$ cat src/rtl/seven_segment_scanner_if.sv
// Display-side bundle for the scanner: packed BCD in, multiplexed LED drive out.
// master = whoever supplies the time value; slave = the scanner itself.
interface seven_segment_scanner_if #(
  parameter int NUMBER_OF_DIGITS         = 4,
  parameter int NUMBER_OF_BITS_PER_DIGIT = 4
);
  logic [NUMBER_OF_DIGITS*NUMBER_OF_BITS_PER_DIGIT-1:0] number;
  logic                                                 hold;
  logic                                                 blank_leading_zero;
  logic                                                 colon_enable;
  logic [6:0]                                           segments;
  logic                                                 dp;
  logic [NUMBER_OF_DIGITS-1:0]                          digit_select;

  modport master (
    output number, hold, blank_leading_zero, colon_enable,
    input  segments, dp, digit_select
  );

  modport slave (
    input  number, hold, blank_leading_zero, colon_enable,
    output segments, dp, digit_select
  );
endinterface

$ cat src/rtl/seven_segment_scanner.sv
// Purpose: time-multiplexed MM.SS seven-segment driver with frame-aligned snapshot and anti-ghost blanking.
// Latency: every output is registered, one clk after the prescaler/scan state that selects it.
// Backpressure: none; free-running scan, inputs sampled every cycle, snapshot refreshed only at frame wrap.
module seven_segment_scanner #(
  parameter int NUMBER_OF_DIGITS         = 4,
  parameter int NUMBER_OF_BITS_PER_DIGIT = 4,
  parameter int REFRESH_DIVIDE           = 100_000,
  parameter int BLANK_CYCLES             = 1_000
) (
  input  logic                  clk,
  input  logic                  rst,
  seven_segment_scanner_if.slave disp
);

  localparam int CNT_W       = (REFRESH_DIVIDE > 2) ? $clog2(REFRESH_DIVIDE) : 1;
  localparam int IDX_W       = (NUMBER_OF_DIGITS > 2) ? $clog2(NUMBER_OF_DIGITS) : 1;
  localparam int NUM_W       = NUMBER_OF_DIGITS * NUMBER_OF_BITS_PER_DIGIT;
  localparam int COLON_DIGIT = 2;

  logic [CNT_W-1:0]                    prescaler;
  logic [IDX_W-1:0]                    scan_idx;
  logic [NUM_W-1:0]                    snapshot;
  logic                                tick;
  logic                                frame_wrap;
  logic [NUMBER_OF_BITS_PER_DIGIT-1:0] cur_digit;
  logic [6:0]                          seg_nxt;
  logic                                dp_nxt;
  logic [NUMBER_OF_DIGITS-1:0]         sel_nxt;

  // Active-high gfedcba pattern; non-decimal codes show a dash.
  function automatic logic [6:0] decode(input logic [NUMBER_OF_BITS_PER_DIGIT-1:0] v);
    logic [6:0] pat;
    case (32'(v))
      0:       pat = 7'h3F;
      1:       pat = 7'h06;
      2:       pat = 7'h5B;
      3:       pat = 7'h4F;
      4:       pat = 7'h66;
      5:       pat = 7'h6D;
      6:       pat = 7'h7D;
      7:       pat = 7'h07;
      8:       pat = 7'h7F;
      9:       pat = 7'h6F;
      default: pat = 7'h40;
    endcase
    return pat;
  endfunction

  assign tick       = (prescaler == CNT_W'(REFRESH_DIVIDE - 1));
  assign frame_wrap = tick && (scan_idx == IDX_W'(NUMBER_OF_DIGITS - 1));
  assign cur_digit  = snapshot[scan_idx*NUMBER_OF_BITS_PER_DIGIT +: NUMBER_OF_BITS_PER_DIGIT];

  always_ff @(posedge clk) begin
    if (rst) begin
      prescaler <= '0;
      scan_idx  <= '0;
      snapshot  <= '0;
    end else begin
      prescaler <= tick ? '0 : prescaler + CNT_W'(1);
      if (tick) begin
        scan_idx <= frame_wrap ? '0 : scan_idx + IDX_W'(1);
      end
      // Loading only at the last-digit wrap keeps a whole frame coherent (no tearing).
      if (frame_wrap && !disp.hold) begin
        snapshot <= disp.number;
      end
    end
  end

  always_comb begin
    seg_nxt = 7'h7F;
    dp_nxt  = 1'b1;
    sel_nxt = '1;
    if (prescaler >= CNT_W'(BLANK_CYCLES)) begin
      sel_nxt[scan_idx] = 1'b0;
      seg_nxt           = ~decode(cur_digit);
      if (disp.blank_leading_zero && (scan_idx == IDX_W'(NUMBER_OF_DIGITS - 1)) &&
          (cur_digit == '0)) begin
        seg_nxt = 7'h7F;
      end
      if (disp.colon_enable && (scan_idx == IDX_W'(COLON_DIGIT))) begin
        dp_nxt = 1'b0;
      end
    end
  end

  always_ff @(posedge clk) begin
    if (rst) begin
      disp.segments     <= 7'h7F;
      disp.dp           <= 1'b1;
      disp.digit_select <= '1;
    end else begin
      disp.segments     <= seg_nxt;
      disp.dp           <= dp_nxt;
      disp.digit_select <= sel_nxt;
    end
  end

endmodule

$ cat src/flat_wrapper.sv
// flat-port wrapper written by rule: the top's interface ports become plain ports
module seven_segment_scanner_flat 
#(
  parameter int NUMBER_OF_DIGITS         = 4,
  parameter int NUMBER_OF_BITS_PER_DIGIT = 4,
  parameter int REFRESH_DIVIDE           = 100_000,
  parameter int BLANK_CYCLES             = 1_000
)
  (clk, rst, disp_number, disp_hold, disp_blank_leading_zero, disp_colon_enable, disp_segments, disp_dp, disp_digit_select);
  seven_segment_scanner_if #(.NUMBER_OF_DIGITS(NUMBER_OF_DIGITS), .NUMBER_OF_BITS_PER_DIGIT(NUMBER_OF_BITS_PER_DIGIT)) disp_i ();
  input  logic clk;
  input  logic rst;
  input wire logic [$bits(disp_i.number)-1:0] disp_number;
  input wire logic [$bits(disp_i.hold)-1:0] disp_hold;
  input wire logic [$bits(disp_i.blank_leading_zero)-1:0] disp_blank_leading_zero;
  input wire logic [$bits(disp_i.colon_enable)-1:0] disp_colon_enable;
  output wire logic [$bits(disp_i.segments)-1:0] disp_segments;
  output wire logic [$bits(disp_i.dp)-1:0] disp_dp;
  output wire logic [$bits(disp_i.digit_select)-1:0] disp_digit_select;
  assign disp_i.number = disp_number;
  assign disp_i.hold = disp_hold;
  assign disp_i.blank_leading_zero = disp_blank_leading_zero;
  assign disp_i.colon_enable = disp_colon_enable;
  assign disp_segments = disp_i.segments;
  assign disp_dp = disp_i.dp;
  assign disp_digit_select = disp_i.digit_select;
  seven_segment_scanner #(.NUMBER_OF_DIGITS(NUMBER_OF_DIGITS), .NUMBER_OF_BITS_PER_DIGIT(NUMBER_OF_BITS_PER_DIGIT), .REFRESH_DIVIDE(REFRESH_DIVIDE), .BLANK_CYCLES(BLANK_CYCLES)) u_core (.clk(clk), .rst(rst), .disp(disp_i));
endmodule
$ cat config.mk
export PLATFORM = sky130hd
export DESIGN_NAME = seven_segment_scanner_flat
export DESIGN_NICKNAME = d
export VERILOG_FILES = /design/src/rtl/seven_segment_scanner_if.sv /design/src/rtl/seven_segment_scanner.sv /design/src/flat_wrapper.sv
export SDC_FILE = /design/constraint.sdc
export NUM_CORES = 1
export LEC_CHECK = 0
export BUFFER_PORTS_ARGS = -buffer_cell sky130_fd_sc_hd__buf_2
export CAP_MARGIN = 15
export CORE_MARGIN = 2
export CORE_UTILIZATION = 27
export DETAILED_ROUTE_END_ITERATION = 8
export MAX_ROUTING_LAYER = met4
export PLACE_DENSITY = 0.52
export REMOVE_ABC_BUFFERS = 1
export SYNTH_ARGS = -nofsm -noshare
export SYNTH_HDL_FRONTEND = slang
export SYNTH_SLANG_ARGS = --single-unit
export TNS_END_PERCENT = 100
$ cat constraint.sdc
create_clock -name clk -period 2.23 [get_ports clk]
set_input_delay 0.1115 -clock clk [delete_from_list [all_inputs] [get_ports clk]]
set_output_delay 0.1115 -clock clk [all_outputs]
set_load 0.1 [all_outputs]
==> flow_metrics.env <==
export IMPL_layout_drive_gt1_share_pct=19.63
export IMPL_clk_latency_ps=300
export IMPL_final_util_pct=32.66
export IMPL_skew_ps=11.89
export IMPL_cts_tree="done"
export IMPL_clock_fmax_mhz=510.3
export IMPL_rows=33
export IMPL_arrival_ps=2190
export IMPL_path_clk_slew_ps=90
export IMPL_root_buffer="clkbuf_8"
export IMPL_grt_pass1_wl_mm=7.189
export IMPL_fin_cells=375
export IMPL_critical_path_max_fanout=5
export IMPL_placed_area_mm2=0.002575
export IMPL_powerDensity_mw_per_mm2=541.8
export IMPL_routabilityCongestion=0.7687
export IMPL_fin_crit_ps=1960
export IMPL_drt_iter0_drc=60
export IMPL_synth_area_mm2=0.002300
export IMPL_avgSynthCellArea_um2=9.663
export IMPL_crit_family="multiplexers"
export IMPL_yosysSeqAreaShare_pct=40.91
export IMPL_placedCellCount=366
export IMPL_cts_buffers=5
export IMPL_yosysWarnings=0
export IMPL_antenna_found_initial=0
export IMPL_antenna_left=0
export IMPL_leakagePower_nw=0.9187
export IMPL_wl_per_cell_um=11.38
export IMPL_crit_chain="mux4_2 > inv_1 > ha_1 > nand3_1 > nor3_2 > nor4b_4 > o21ai_1"
export IMPL_clockBufferDepth=2
export IMPL_totalWireLength_mm=4.268
export IMPL_rsz0062_at_grt="false"
export IMPL_ioPinCount=33
export IMPL_worstSetupPathType="reg -> reg"
export IMPL_drv_slew=0
export IMPL_cp_num_buf_inv=1
export IMPL_cp_end_kind="flop"
export IMPL_io_buffers=32
export IMPL_cpPeakStageDelay_ps=590
export IMPL_final_cell_area_mm2=0.002684
export IMPL_ctsResizeCount=0
export IMPL_vias_per_cell=4.333
export IMPL_setup_viol=0
export IMPL_synth_cells=238
export IMPL_grt_overflow_total=0
export IMPL_die_x_um=96.29
export IMPL_initial_core_util_pct=27.99
export IMPL_crit_required_ps=2460
export IMPL_startpoint_type="flop"
export IMPL_cts_sinks=47
export IMPL_first_pass_iters=4
export IMPL_diodes=0
export IMPL_drcViolationCount=0
export IMPL_synth_ff_type="dfxtp_1"
export IMPL_synth_distinct_cells=39
export IMPL_fin_crit_sh_pct=87.88
export IMPL_syn_to_final_growth_pct=16.70
export IMPL_synth_edff_count=0
export IMPL_holdCritPathClass="in -> reg"
export IMPL_synth_seq_cells=47
export IMPL_slowest_stage="mux4_2"
export IMPL_dieArea_mm2=0.009272
export IMPL_nNetsFinal=301
export IMPL_htree_num_levels=2
export IMPL_postSynth_asyncResetShare_pct=0
export IMPL_fp_dieH_um=96.29
export IMPL_grt_pass1_vias=1513
export IMPL_cap_violations=0
export IMPL_groute_usage_overall_pct=10.16
export IMPL_via_count=1625
export IMPL_coreArea_mm2=0.008217
export IMPL_grt_max_degree=41
export IMPL_slew_headroom_pct=63.87
export IMPL_status="finished clean"
export IMPL_hold_viol=0
export IMPL_ir_drop_mv=0.2379
export IMPL_worst_pin_slew_ps=541.9
export IMPL_dp_hpwl_mm=3.115
## path summary, 6_finish.rpt
check / from / end / slack, ps / depth (start not counted)
setup reg to reg: u_core.scan_idx[0]$_SDFFE_PP0P_ / u_core.disp.segments[0]$_SDFF_PP1_ / 270 / 7
hold / removal: disp_number[4] / u_core.snapshot[4]$_SDFFE_PP0P_ / 60 / 3
hold reg to reg: u_core.snapshot[7]$_SDFFE_PP0P_ / u_core.snapshot[7]$_SDFFE_PP0P_ / 480 / 2
setup / recovery: u_core.scan_idx[0]$_SDFFE_PP0P_ / u_core.disp.segments[0]$_SDFF_PP1_ / 270 / 7
## flip-flops by register name, indices dropped and copies added, names as in the netlist
register / count
u_core.disp.digit_select: 4
u_core.disp.dp: 1
u_core.disp.segments: 7
u_core.prescaler: 17
u_core.scan_idx: 2
u_core.snapshot: 16
## stage by stage
| step | worst slack [ps] | power (mW) | hold slack [ps] | setup TNS (ps) |
|---|---|---|---|---|
| after detailed placement | 271.5 | 0.9297 | 307.8 | 0 |
| after global routing | 82.31 | 1.517 | 54.51 | 0 |
| after CTS | 254.6 | 1.482 | 51.05 | 0 |
| after floorplan | -1347 | 0.8948 | 183.9 | -21550 |
| after global placement | 355.8 | 0.9290 | 311.3 | 0 |
| final | 270.2 | 1.454 | 58.94 | 0 |
## kinds of logic (layout without fill, tap and decap cells)
group                      count (synthesis)  count (layout)  share of synthesized area [%]
adders and majority gates                 11              11                          5.985
DFF                                       47              47                          40.91
muxes                                     22              22                          11.75
buffers and inverters                     21              53                          4.515
xor gates and xnor gates                  12              12                          4.570
AOI/OAI and AO/OA                         16              16                          4.081
and+or+nand+nor                          109             109                          28.18
## per-layer routing
| metal | vias to the layer above | track usage [%] | wire (µm) |
|---|---|---|---|
| li1 | 871 | - | - |
| met1 | 718 | 13.89 | 2247 |
| met2 | 29 | 14.58 | 1758 |
| met3 | 7 | 2.036 | 184 |
| met4 | 0 | 4.225 | 78 |
| met5 | - | - | 0 |
## what timing repair did
item	in CTS	in global routing
hold endpoints to repair	1	0
buffers inserted	0	0
hold buffers	1	0
## worst min-delay path: cells and delay by family
family | cells | cell delay [ps]
buf+inv | 1 | 90
mux | 1 | 60
simple gates | 1 | 50
## where the power goes
group,switching (mW),total [mW],internal (mW)
logic,0.0291,0.0609,0.0317
clock network,0.291,0.545,0.253
registers,0.00527,0.848,0.843
## cell type report
type	count	area [µm²]
clock inverters	2	16.27
clock buffers	6	82.58
repair buffers	37	212.7
inverters	8	30.03
flip-flops and latches	47	940.9
multi-input cells	170	1270
fillers	848	5533
well taps	105	131.4
## synth_stat cells, drive strengths merged, types with 2 or more instances
master	count	area share, %
dfxtp	47	41
nand2b	34	9.2
nor2	23	3.8
mux2i	18	7.8
nand2	12	2.0
ha	11	6.0
xnor2	11	4.2
buf	8	2.4
inv	8	1.3
nand3	7	1.5
o21ai	7	1.5
nor3	6	1.5
a21oi	5	1.1
clkbuf	5	0.82
nor4	5	2.0
mux4	4	3.9
and4	3	1.1
nand4	3	0.82
nor2b	3	0.82
and4b	2	0.87
nor4bb	2	0.87
or3	2	0.54
## cell usage in the layout, fill, tap and decap left out, types with 4 or more instances in the layout
cell type  synthesis  layout
a21oi_1            5       5
clkbuf_8           0       6
nand2b_1          34      34
inv_1              8       8
mux4_2             4       4
xnor2_1           11      11
nand2_1           12      12
mux2i_1           18      18
nor2_1            23      23
ha_1              11      11
nand3_1            7       7
o21ai_1            4       4
buf_2              5      32
nor4_1             4       4
dfxtp_1           47      47
nor3_1             5       5
No activity file was read; power rests on OpenSTA's default activity.
